**config.mk**
```make
export PLATFORM = sky130hd
export DESIGN_NAME = pc_sequencer_16bit
export DESIGN_NICKNAME = d
export VERILOG_FILES = /design/src/rtl/pc_sequencer_16bit.sv
export SDC_FILE = /design/constraint.sdc
export NUM_CORES = 1
export LEC_CHECK = 0
export CORE_ASPECT_RATIO = 0.5
export CORE_UTILIZATION = 40
export DETAILED_ROUTE_END_ITERATION = 10
export GPL_TIMING_DRIVEN = 0
export PLACE_DENSITY = 0.75
export SLEW_MARGIN = 20
export SYNTH_ARGS = -nofsm -noshare
export SYNTH_HDL_FRONTEND = slang
export SYNTH_SLANG_ARGS = --single-unit
```
**constraint.sdc**
```tcl
create_clock -name clk -period 5.2 [get_ports clk]
set_clock_uncertainty 0.15 [all_clocks]
set_input_delay 0.78 -clock clk [delete_from_list [all_inputs] [get_ports clk]]
set_output_delay 0.78 -clock clk [all_outputs]
set_load 0.1 [all_outputs]
```
**src/rtl/pc_sequencer_16bit.sv**
```systemverilog
// -----------------------------------------------------------------------------
// pc_sequencer_16bit
//
// Registered 16-bit program-counter sequencer. It owns the PC register and
// drives the current PC into an internal 16-bit incrementer (pc_inc16). Each
// cycle the PC either holds, takes the incremented value, or takes an explicit
// load target. Increment wrap-around is captured in a sticky flag. A small
// run/halt FSM decides which inputs are honoured.
//
// Optional feature (macro PC_WRAP_TRAP_EN):
//   Defined   - a step at pc==16'hFFFF traps into FAULT. The PC holds at
//               16'hFFFF and only reset leaves FAULT.
//   Undefined - the PC wraps to 16'h0000, the FSM stays in RUN, and fault is 0.
//
// Parameters:
//   RESET_PC    PC value loaded on reset and on start from IDLE.
//
// Ports:
//   clk         in   rising-edge clock
//   rst_n       in   asynchronous active-low reset
//   start       in   leave IDLE and begin sequencing from RESET_PC
//   step        in   advance the PC by one in RUN
//   load        in   load load_addr into the PC in RUN or HALT
//   load_addr   in   [15:0] jump target
//   halt_req    in   request entry to HALT
//   resume      in   return from HALT to RUN
//   clr_ovf     in   clear the sticky overflow flag
//   pc          out  [15:0] current PC (registered)
//   running     out  high while in RUN
//   ovf_sticky  out  set when an increment wrapped from 16'hFFFF
//   fault       out  high in FAULT (constant 0 without PC_WRAP_TRAP_EN)
//   step_count  out  [15:0] accepted increments since reset or start (wraps)
// -----------------------------------------------------------------------------

// 16-bit incrementer: inc_a = a + 1, overflow flags the wrap from 16'hFFFF.
module pc_inc16 (
  input  logic [15:0] a,
  output logic [15:0] inc_a,
  output logic        overflow
);

  logic [16:0] sum;

  always_comb begin
    sum      = {1'b0, a} + 17'd1;
    inc_a    = sum[15:0];
    overflow = sum[16];
  end

endmodule

module pc_sequencer_16bit #(
  parameter logic [15:0] RESET_PC = 16'h0000
) (
  input  logic        clk,
  input  logic        rst_n,
  input  logic        start,
  input  logic        step,
  input  logic        load,
  input  logic [15:0] load_addr,
  input  logic        halt_req,
  input  logic        resume,
  input  logic        clr_ovf,
  output logic [15:0] pc,
  output logic        running,
  output logic        ovf_sticky,
  output logic        fault,
  output logic [15:0] step_count
);

  typedef enum logic [1:0] {
    ST_IDLE  = 2'd0,
    ST_RUN   = 2'd1,
    ST_HALT  = 2'd2,
    ST_FAULT = 2'd3
  } state_t;

  state_t      state_q, state_d;
  logic [15:0] pc_q, pc_d;
  logic [15:0] cnt_q, cnt_d;
  logic        ovf_q, ovf_d;
  logic        ovf_set;

  logic [15:0] inc_a;
  logic        inc_ovf;

  pc_inc16 u_inc (
    .a        (pc_q),
    .inc_a    (inc_a),
    .overflow (inc_ovf)
  );

  // Next-state / datapath selection
  always_comb begin
    state_d = state_q;
    pc_d    = pc_q;
    cnt_d   = cnt_q;
    ovf_set = 1'b0;

    unique case (state_q)
      ST_IDLE: begin
        if (start) begin
          pc_d    = RESET_PC;
          cnt_d   = 16'd0;
          state_d = ST_RUN;
        end
      end

      ST_RUN: begin
        // Priority: halt_req > load > step.
        if (halt_req) begin
          state_d = ST_HALT;
        end else if (load) begin
          pc_d = load_addr;
        end else if (step) begin
          cnt_d   = cnt_q + 16'd1;
          ovf_set = inc_ovf;
`ifdef PC_WRAP_TRAP_EN
          // A wrapping step is counted and flagged but the PC keeps 16'hFFFF.
          if (inc_ovf) begin
            state_d = ST_FAULT;
          end else begin
            pc_d = inc_a;
          end
`else
          pc_d = inc_a;
`endif
        end
      end

      ST_HALT: begin
        // load and resume together: load applies and the FSM returns to RUN.
        if (load) begin
          pc_d = load_addr;
        end
        if (resume) begin
          state_d = ST_RUN;
        end
      end

      ST_FAULT: begin
        // Terminal until reset.
      end

      default: begin
        state_d = ST_IDLE;
      end
    endcase

    // Set has priority over clear.
    ovf_d = ovf_set | (ovf_q & ~clr_ovf);
  end

  // State register
  always_ff @(posedge clk or negedge rst_n) begin
    if (!rst_n) begin
      state_q <= ST_IDLE;
      pc_q    <= RESET_PC;
      cnt_q   <= 16'd0;
      ovf_q   <= 1'b0;
    end else begin
      state_q <= state_d;
      pc_q    <= pc_d;
      cnt_q   <= cnt_d;
      ovf_q   <= ovf_d;
    end
  end

  // Outputs come straight from registers or the state decode.
  assign pc         = pc_q;
  assign step_count = cnt_q;
  assign ovf_sticky = ovf_q;
  assign running    = (state_q == ST_RUN);
`ifdef PC_WRAP_TRAP_EN
  assign fault      = (state_q == ST_FAULT);
`else
  assign fault      = 1'b0;
`endif

endmodule

```
# Yosys cells after proc, flatten, opt, wreduce, memory -nomap -nowiden
# Index checks and enable logic that the tools add are counted.
dict set report totals {
  regBits 35
  inputBits 24
  elab_cells 43
}
dict set report op_classes {
  add_sub_neg 2
  n_eq_ne 10
  n_mux 18
  bitwise 3
  reduce_logical 6
}
# cell count
set ops {}
lappend ops {{$mux 16} 8}
lappend ops {{$pmux 16 s3} 1}
lappend ops {{$pmux 16 s2} 1}
lappend ops {{$add 16x1->17 const B} 1}
lappend ops {{$add 16x1->16 const B} 1}
lappend ops {{$ne 2x2->1 const B} 7}
lappend ops {{$reduce_and 5->1} 2}
lappend ops {{$mux 2} 3}
lappend ops {{$pmux 2 s3} 1}
lappend ops {{$mux 1} 4}
lappend ops {{$reduce_and 4->1} 1}
lappend ops {{$ne 3x3->1 const B} 1}
lappend ops {{$reduce_bool 3->1} 1}
lappend ops {{$eq 2x1->1 const B} 1}
lappend ops {{$eq 2x2->1 const B} 1}
lappend ops {{$logic_not 2->1} 1}
lappend ops {{$reduce_bool 2->1} 1}
lappend ops {{$and 1x1->1} 1}
lappend ops {{$not 1->1} 1}
lappend ops {{$or 1x1->1} 1}

# Longest topological paths before layout
# Gate-level depths: netlist of run 1.
dict set report depth {
  word_depth 6
  mapped_depth 8
}

# Cells and area by module
# Synthesis of run 1 repeated with hierarchy kept, for this count alone.
dict set report unflattened {
  cells_unflattened 245
  hier_area_um2 2401.1
}
# mod instances cells_each area_each_um2
set by_module_without_submodules {}
lappend by_module_without_submodules {pc_sequencer_16bit 1 201 2078.2}
lappend by_module_without_submodules {pc_inc16 1 44 322.8}

# Worst setup path before layout of run 1
# Ideal clock, no wire load.
dict set report synth_path {
  path_kind {register -> register}
  start {register state_q[1]}
  end {register pc_q[8] (netlist: pc[8])}
  setup_time_ps 83
  arrival_ps 2514
  path_slack_ps 2453
  stages_incl_launch_ff 9
  synth_period_minus_slack_ps 2747
  path_cell_list {dfrtp_1 -> inv_1 -> ha_1 -> buf_2 -> a21oi_1 -> o21ai_2 -> clkbuf_1 -> a22oi_1 -> o21ai_0}
}
dict set report synth_between {
  elab_chain_len 3
  elab_cells_between_ends 10
}
# item line
set synth_lines {}
lappend synth_lines {{start: declaration} 78} ;# state_t state_q, state_d;
lappend synth_lines {{start signal: assignment} 162} ;# state_q <= state_d;
lappend synth_lines {{$eq 2x1->1 *} -}
lappend synth_lines {{named net running} 65} ;# output logic running,
lappend synth_lines {{$ne 3x3->1 (no line) (tied with other cells)} -}
lappend synth_lines {{$reduce_and 5->1 (no line)} -}
lappend synth_lines {{end signal: assignment} 163} ;# pc_q <= pc_d;
lappend synth_lines {{end: declaration} 79} ;# logic [15:0] pc_q, pc_d;
# Mark *: on every way through the listed nets, which the timed path passes. The rest lies on a longest branch.
# A chain may end at the register's enable or synchronous reset.

# Final worst setup path of run 1
dict set report layout_path {
  start {register state_q[1]}
  end {output port running}
}
dict set report layout_between {
  elab_chain_len 1
}
# item line
set layout_lines {}
lappend layout_lines {{$eq 2x1->1} 173} ;# assign running = (state_q == ST_RUN);
lappend layout_lines {{end: declaration} 65}
# Every way passes these cells.

==> qor.csv, run 1 <==
metric;value;unit
H-tree depth;2;
initial DRC count;91;
setup bufs post-CTS;0;
Flop pwr share;25.3;%
Setup Total Neg Slack;0;ns
Area growth, synth to finish;36.8;%
Final Hold Fails;0;
residual DRC count;0;
area share of the largest cell type after synthesis;41.5;%
post-route ant nets;0;
leakage power;0.00121;uW
DRT Wirelength;5440;um
first-pass GRT wire length;8950;um
Combinational Power Share;60.8;%
Worst-Margin Slew;0.979;ns
WL per Instance;14.9;um
register bit count reported by yosys;35;
clock power share;13.9;%
CORE AREA;5000;um^2
largest net degree at the start of global routing;28;
initial antenna violation count;0;
Psw;1030;uW
Mapped Nets;261;
Pwr Density;625;nW/um^2
Post-synth EDFFs;0;
fin util;57.7;%
vias in the first global route;1903;
VDD IR-drop max;0.307;mV
status;complete, no violations;
Avg Cell Area, Syn;9.17;um^2
GRT Residual Overflow;0;
HPWL after detailed placement;4010;um
Slew headroom;34.5;%
Synth area leaders;dfrtp_1, xor2_1, nor2_1;
FF-to-FF setup slack;2.77;ns
Worst R2R Path Depth;8;
NumNets Final;325;
DRT Pass-1 Iters;4;
Distinct cells, synth;52;
critical path startpoint category;flop;
gr usage total;20.5;%
RSZ-0062 raised after global routing;false;
Gates resized, CTS repair;0;
final setup violation count;0;
Async S/R FF share, synth;100;%
die extent in x;105;um
diodes inserted;0;
Die Span Y;53.4;um
cell area after synthesis;2110;um^2
leading cell types in the layout, fill and taps excluded;clkdlybuf4s50_1, dfrtp_1, nor2_1, nand3_1, o21ai_0;
Max Cap Violations;0;
top_reg_cell synth;dfrtp_1;
Int Pwr;775;uW
number of buffers created by CTS;5;
min Tclk post-route;3.22;ns
layout cells sized above 1;8.47;%
worst-path fanout max;7;
cts hold-fix bufs;0;
reg-to-reg startpoint;state_q[1]$_DFFE_PN0P_;
CP arrival;2.29;ns
Net Sw Frac;57.0;%
CTS sink cnt;35;
f_max;310;MHz
Worst R2R End;pc[6]$_DFFE_PN0P_;
worst min path class;in -> async;
Warnings, synthesis;0;
Mapped Cells;230;
Synth area leader;dfrtp_1;
max-slew violations;0;
sequential area share after synthesis;41.5;%
CTS tree;yes;
clock latency on the worst-skew pair;0.29;ns
CTS Buffer Depth;2;
CTS Root Cell;clkbuf_8;
worst path required time;4.27;ns
die area;5590;um^2
Reg clk slew, reported paths;0.08;ns
CP endpoint kind;output pin;
most common cell after layout, fill and taps aside;clkdlybuf4s50_1;
# port buffers;56;
Rows;18;
vias per inst;5.46;
via count;1994;
GP Congestion;0.846;
critical path class;reg -> out;
beginning of the critical path;state_q[1]$_DFFE_PN0P_;
io pins;59;
fin crit share;62.0;%
initial core utilization;42.2;%
==> power by group through the flow <==
| stage | combinational [uW] | sequential [uW] | clock (uW) |
|---|---|---|---|
| global placement | 1080 | 453 | 0 |
| detailed placement | 1090 | 458 | 0 |
| CTS | 1100 | 453 | 255 |
| finish | 1100 | 455 | 251 |
| global route | 1160 | 471 | 263 |
| floorplan | 366 | 903 | 0 |
==> cell type report <==
type	instances	area, um^2
multi-input cells	177	1160
well taps	70	87.6
flip-flops and latches	35	876
repair buffers	57	576
inverters	9	33.8
plain buffers	9	41.3
fillers	446	2110
clock inverters	3	43.8
clock buffers	5	68.8
==> worst max path at each step <==
stage	to	slack (ns)	cells after the start
CTS	running	1.97	3
detailed placement	running	2.30	3
global route	running	1.87	3
global placement	running	2.32	3
floorplan	pc[8]$_DFFE_PN0P_	2.45	8
finish	running	1.98	3
==> worst max-delay path: stages (launching register included) <==
cell             delay (ns)
dfrtp_1                0.41
inv_1                  0.11
ha_1                   0.30
clkdlybuf4s50_1        1.18
==> kinds of logic (layout without fill, tap and decap cells) <==
family / count (synthesis) / count (layout) / synth area share [%]
AO/OA/AOI/OAI: 52 / 52 / 18.6
XOR/XNOR: 19 / 19 / 7.89
adder cells (fa/ha/maj): 7 / 7 / 4.15
buffers and inverters: 18 / 83 / 3.56
flip-flops: 35 / 35 / 41.5
other: 1 / 1 / 0.178
AND/OR/NAND/NOR: 98 / 98 / 24.1
==> flip-flops by register name, indices dropped and copies added, names as in the netlist <==
name	count
pc	16
step_count	16
state_q	2
ovf_sticky	1
==> per-layer routing <==
| layer | routed length [um] | track usage, % | part of all wire, % | vias to the layer above |
|---|---|---|---|---|
| li1 | - | - | - | 960 |
| met1 | 2590 | 27.2 | 48 | 975 |
| met2 | 2570 | 35.1 | 47 | 52 |
| met3 | 240 | 3.94 | 4.4 | 7 |
| met4 | 31 | 4.46 | 0.57 | 0 |
| met5 | 0 | 0 | 0 | - |
==> per-stage QoR <==
| step | worst slack, ns | std cells | hold WS (ns) | total power, uW | area, um^2 |
|---|---|---|---|---|---|
| after global placement | 2.32 | 356 | 0.351 | 1530 | 2760 |
| after CTS | 1.97 | 365 | 0.184 | 1800 | 2890 |
| after global routing | 1.87 | 365 | 0.184 | 1890 | 2890 |
| after detailed placement | 2.30 | 357 | 0.352 | 1550 | 2770 |
| final | 1.98 | 365 | 0.181 | 1800 | 2890 |
| after floorplan | 2.45 | 230 | 0.334 | 1270 | 2110 |
==> synth_stat cells (4+ instances only) <==
master and count:
nand2b_1 5, nor2_1 26, xnor2_1 7, ha_1 7, and3_1 6, nor3_1 7
clkbuf_1 4, xor2_1 12, nand2_1 14, dfrtp_1 35, inv_1 9, a21oi_1 4
a22oi_1 6, nand4_1 7, o21ai_0 15, nand3_1 19
Power figures use the tool's default switching activity.
==> inputs of run 2 (changes only) <==
==> constraint.sdc (replaced) <==
create_clock -name clk -period 3.09 [get_ports clk]
set_clock_uncertainty 0.15 [all_clocks]
set_input_delay 0.4635 -clock clk [delete_from_list [all_inputs] [get_ports clk]]
set_output_delay 0.4635 -clock clk [all_outputs]
set_load 0.1 [all_outputs]
==> qor.csv, run 2 (synthesis results as in run 1) <==
metric;value;unit;change
Die Span Y;53.4;um;unchanged
DRT Pass-1 Iters;4;;unchanged
Reg clk slew, reported paths;0.07;ns;about the same
NumNets Final;326;;+0.31%
initial antenna violation count;0;;unchanged
GRT Residual Overflow;0;;unchanged
Final Hold Fails;0;;unchanged
Area growth, synth to finish;37.2;%;
initial DRC count;103;;+13%
met3 usage;3.94;%;unchanged
CTS tree;yes;;
Combinational Power Share;60.8;%;about the same
CTS sink cnt;35;;unchanged
via count;1985;;-0.45%
Gates resized, CTS repair;0;;unchanged
Setup Total Neg Slack;0;ns;unchanged
clock latency on the worst-skew pair;0.29;ns;about the same
number of buffers created by CTS;5;;unchanged
diodes inserted;0;;unchanged
critical path class;reg -> out;;
Reg area;876;um^2;unchanged
Worst-Margin Slew;0.982;ns;+0.00352 ns
leakage power;0.00122;uW;+0.34%
met2 Use GR;35.1;%;unchanged
Max Cap Violations;0;;unchanged
Int Pwr;1300;uW;+68%
GP Congestion;0.846;;unchanged
DRT Wirelength;5460;um;+0.40%
cts hold-fix bufs;1;;+1
min Tclk post-route;2.91;ns;
Top Usage Layer GRT;met2;;
CP arrival;2.30;ns;about the same
gr usage total;20.5;%;+0.028 points
CORE AREA;5000;um^2;unchanged
io pins;59;;unchanged
die area;5590;um^2;unchanged
RSZ-0062 raised after global routing;false;;
f_max;344;MHz;
max-slew violations;0;;unchanged
Finished Cell Area;2900;um^2;+0.35%
WL per Instance;14.9;um;+0.13%
# port buffers;56;;unchanged
multi-input logic area;1160;um^2;unchanged
clock power share;13.9;%;about the same
die extent in x;105;um;unchanged
residual DRC count;0;;unchanged
leading cell types in the layout, fill and taps excluded;clkdlybuf4s50_1, dfrtp_1, nor2_1, nand3_1, o21ai_0;;
worst path required time;2.48;ns;-1.79 ns
most common cell after layout, fill and taps aside;clkdlybuf4s50_1;;
vias per inst;5.42;;-0.72%
setup bufs post-CTS;0;;unchanged
largest net degree at the start of global routing;28;;unchanged
worst-path fanout max;7;;unchanged
first-pass GRT wire length;8960;um;+0.16%
post-route ant nets;0;;unchanged
H-tree depth;2;;unchanged
layout cells sized above 1;8.45;%;-0.029 points
Psw;1730;uW;+68%
Slew headroom;34.3;%;-0.24 points
final setup violation count;0;;unchanged
initial core utilization;42.2;%;unchanged
CP endpoint kind;output pin;;
vias in the first global route;1906;;+0.16%
worst hold slack;0.366;ns;+0.185 ns
placed cell area;2770;um^2;unchanged
Pwr Density;1050;nW/um^2;+68%
Layout fillers;445;;-0.22%
CTS Buffer Depth;2;;unchanged
worst min path class;reg -> reg;;
critical path startpoint category;flop;;
Rows;18;;unchanged
VDD IR-drop max;0.517;mV;+68%
Net Sw Frac;57.0;%;about the same
CTS Root Cell;clkbuf_8;;
HPWL after detailed placement;4010;um;unchanged
Flop pwr share;25.3;%;about the same
status;complete, no violations;;
fin crit share;94.2;%;
GR Util met1;27.3;%;+0.075 points
## run 2: cell types whose count changed in the layout (fill, tap and decap cells not counted)
cell           previous run  this run
dlygate4sd3_1             0         1
## run 2: power by group through the flow
| stage | registers [uW] | logic (uW) | clock network, uW |
|---|---|---|---|
| floorplan | 1520 | 616 | 0 |
| global placement | 762 | 1810 | 0 |
| detailed placement | 772 | 1840 | 0 |
| CTS | 762 | 1850 | 429 |
| global route | 792 | 1950 | 442 |
| finish | 766 | 1840 | 423 |
## run 2: worst paths after layout
kind / startpoint / end / slack, ns / cells past startpoint
worst max-delay path: state_q[1]$_DFFE_PN0P_ / running / 0.18 / 3
worst min-delay path: ovf_sticky$_DFF_PN0_ / ovf_sticky$_DFF_PN0_ / 0.37 / 2
worst max register to register: state_q[1]$_DFFE_PN0P_ / pc[6]$_DFFE_PN0P_ / 0.66 / 8
worst min register to register: ovf_sticky$_DFF_PN0_ / ovf_sticky$_DFF_PN0_ / 0.37 / 2
max in group asynchronous: rst_n / pc[5]$_DFFE_PN0P_ / 1.98 / 3
min in group asynchronous: rst_n / step_count[13]$_DFFE_PN0P_ / 0.40 / 2
## run 2: stage by stage
step                setup WS [ns]  instances  utilization [%]  total power (uW)
finish                      0.181        366             57.9              3030
global route               0.0786        366             57.9              3190
CTS                         0.172        366             57.9              3040
detailed placement          0.509        357             55.5              2610
global placement            0.530        356             55.2              2570
floorplan                   0.343        230                -              2140
## run 2: layer usage
layer | share of wire [%] | wire [um] | up-vias
met4 | 0.49 | 27 | 0
met3 | 4.5 | 246 | 4
met2 | 47 | 2580 | 59
li1 | - | - | 961
met5 | 0 | 0 | -
met1 | 48 | 2600 | 961
## run 2: final cells by class
class                      instances  area share, %
timing repair buffer              58           20.2
tap                               70           3.03
inverter                           9           1.17
clock buffer                       5           2.38
buffer                             9           1.43
multi-input combinational        177           40.0
clock inverter                     3           1.51
sequential                        35           30.3
## run 2: critical path, cell delays in order (launching register included)
cell and delay [ns]:
dfrtp_1 0.41, inv_1 0.11, ha_1 0.31, clkdlybuf4s50_1 1.18
==> inputs of run 3 (changes only) <==
==> constraint.sdc (replaced) <==
create_clock -name clk -period 2.8 [get_ports clk]
set_clock_uncertainty 0.15 [all_clocks]
set_input_delay 0.42 -clock clk [delete_from_list [all_inputs] [get_ports clk]]
set_output_delay 0.42 -clock clk [all_outputs]
set_load 0.1 [all_outputs]
==> qor.csv, run 3 (synthesis results as in run 1) <==
metric;value;unit;change
status;complete, no violations;;
vias per inst;5.42;;unchanged
min Tclk post-route;2.59;ns;
Combinational Power Share;60.7;%;about the same
VDD IR-drop max;0.570;mV;+10%
Total Power;3340;uW;+10%
CORE AREA;5000;um^2;unchanged
vias in the first global route;1906;;unchanged
largest net degree at the start of global routing;28;;unchanged
Flop pwr share;25.3;%;about the same
CP endpoint kind;output pin;;
die extent in x;105;um;unchanged
Int Pwr;1430;uW;+9.9%
first-pass GRT wire length;8960;um;unchanged
CP arrival;2.02;ns;-0.28 ns
Rows;18;;unchanged
CP Buf/Inv Count;1;;-1
leakage power;0.00122;uW;+0.16%
diodes inserted;0;;unchanged
RSZ-0062 raised after global routing;false;;
CTS tree;yes;;
multi-input logic area;1160;um^2;unchanged
worst min path class;in -> async;;
WL per Instance;14.9;um;unchanged
worst hold slack;0.358;ns;-0.00763 ns
number of buffers created by CTS;5;;unchanged
Final Hold Fails;0;;unchanged
CP max stage cell;clkdlybuf4s50_1;;
# port buffers;56;;unchanged
die area;5590;um^2;unchanged
GRT Residual Overflow;0;;unchanged
CTS sink cnt;35;;unchanged
NumNets Final;326;;unchanged
Max Cap Violations;0;;unchanged
layout cells sized above 1;8.45;%;unchanged
Die Span Y;53.4;um;unchanged
clock power share;14.0;%;about the same
CP max stage delay;1.20;ns;+0.02 ns
gr usage total;20.5;%;unchanged
initial DRC count;103;;unchanged
fin crit share;92.3;%;
GP Congestion;0.846;;unchanged
Layout fillers;446;;+0.22%
Slew headroom;34.3;%;unchanged
clock latency on the worst-skew pair;0.29;ns;about the same
CTS Buffer Depth;2;;unchanged
DRT Wirelength;5460;um;unchanged
Psw;1910;uW;+10%
Reg area;876;um^2;unchanged
Pwr Density;1150;nW/um^2;+10%
most common cell after layout, fill and taps aside;clkdlybuf4s50_1;;
initial antenna violation count;0;;unchanged
Finished Cell Area;2890;um^2;about the same
Worst-Margin Slew;0.982;ns;unchanged
critical path class;reg -> out;;
worst-path fanout max;8;;+1
worst path required time;2.23;ns;-0.25 ns
final setup violation count;0;;unchanged
critical path startpoint category;flop;;
Non-Filler Instances;366;;unchanged
f_max;387;MHz;
via count;1985;;unchanged
max-slew violations;0;;unchanged
DRT Pass-1 Iters;4;;unchanged
Net Sw Frac;57.1;%;+0.10 points
delay-heaviest family, CP;buffers and inverters;;
post-route ant nets;0;;unchanged
H-tree depth;2;;unchanged
Placed Instances;357;;unchanged
initial core utilization;42.2;%;unchanged
Reg clk slew, reported paths;0.08;ns;about the same
leading cell types in the layout, fill and taps excluded;clkdlybuf4s50_1, dfrtp_1, nor2_1, nand3_1, o21ai_0;;
CTS Root Cell;clkbuf_8;;
Area growth, synth to finish;37.2;%;about the same
setup bufs post-CTS;0;;unchanged
residual DRC count;0;;unchanged
placed cell area;2770;um^2;unchanged
HPWL after detailed placement;4010;um;unchanged
CP Cell Sequence;clkdlybuf4s50_1;;
Setup Total Neg Slack;0;ns;unchanged
io pins;59;;unchanged
run 3: changes by cell type in the layout (fill, tap and decap cells not counted), sizes merged:
cell           delta
clkdlybuf4s50     -1
dlygate4sd2       +1
run 3: final cells by class:
cell class                      count  area share, %
Multi-Input combinational cell    177           40.0
Sequential cell                    35           30.3
Timing Repair Buffer               58           20.2
Tap cell                           70           3.03
Clock buffer                        5           2.38
Clock inverter                      3           1.51
Buffer                              9           1.43
Inverter                            9           1.17
run 3: worst paths after layout:
check                                       startpoint                         end  slack (ns)  cells after the start
worst max-delay path                 pc[0]$_DFFE_PN0P_                       pc[0]        0.21                      1
worst min-delay path                             rst_n  step_count[13]$_DFFE_PN0P_        0.36                      2
worst max register to register  state_q[1]$_DFFE_PN0P_           pc[6]$_DFFE_PN0P_        0.37                      8
worst min register to register    ovf_sticky$_DFF_PN0_        ovf_sticky$_DFF_PN0_        0.37                      2
max in group asynchronous                        rst_n           pc[5]$_DFFE_PN0P_        1.73                      3
min in group clk                  ovf_sticky$_DFF_PN0_        ovf_sticky$_DFF_PN0_        0.37                      2
run 3: per-layer routing:
metal  track usage [%]  up-vias  share of wire [%]
met5                 0        -                  0
met4              4.46        0               0.49
met3              3.94        4                4.5
met2              35.1       59                 47
li1                  -      961                  -
met1              27.3      961                 48
run 3: stage by stage:
stage | setup slack (ns) | utilization, %
global placement | 0.284 | 55.2
global route | 0.122 | 57.9
floorplan | 0.0529 | -
detailed placement | 0.262 | 55.5
CTS | 0.216 | 57.9
finish | 0.215 | 57.9
run 3: timing repair:
action / 4_1_cts / 5_1_grt
hold endpoints to repair: 8 / 0
hold buffers: 1 / 0
endpoints found under the setup margin: 1 / 0
gates resized for setup: 1 / 0
run 3: power by group through the flow:
| stage | Combinational [uW] | Sequential [uW] | Clock (uW) |
|---|---|---|---|
| final | 2030 | 845 | 466 |
| after global routing | 2150 | 875 | 488 |
| after CTS | 2030 | 841 | 473 |
| after detailed placement | 2030 | 851 | 0 |
| after global placement | 2000 | 841 | 0 |
| after floorplan | 680 | 1680 | 0 |
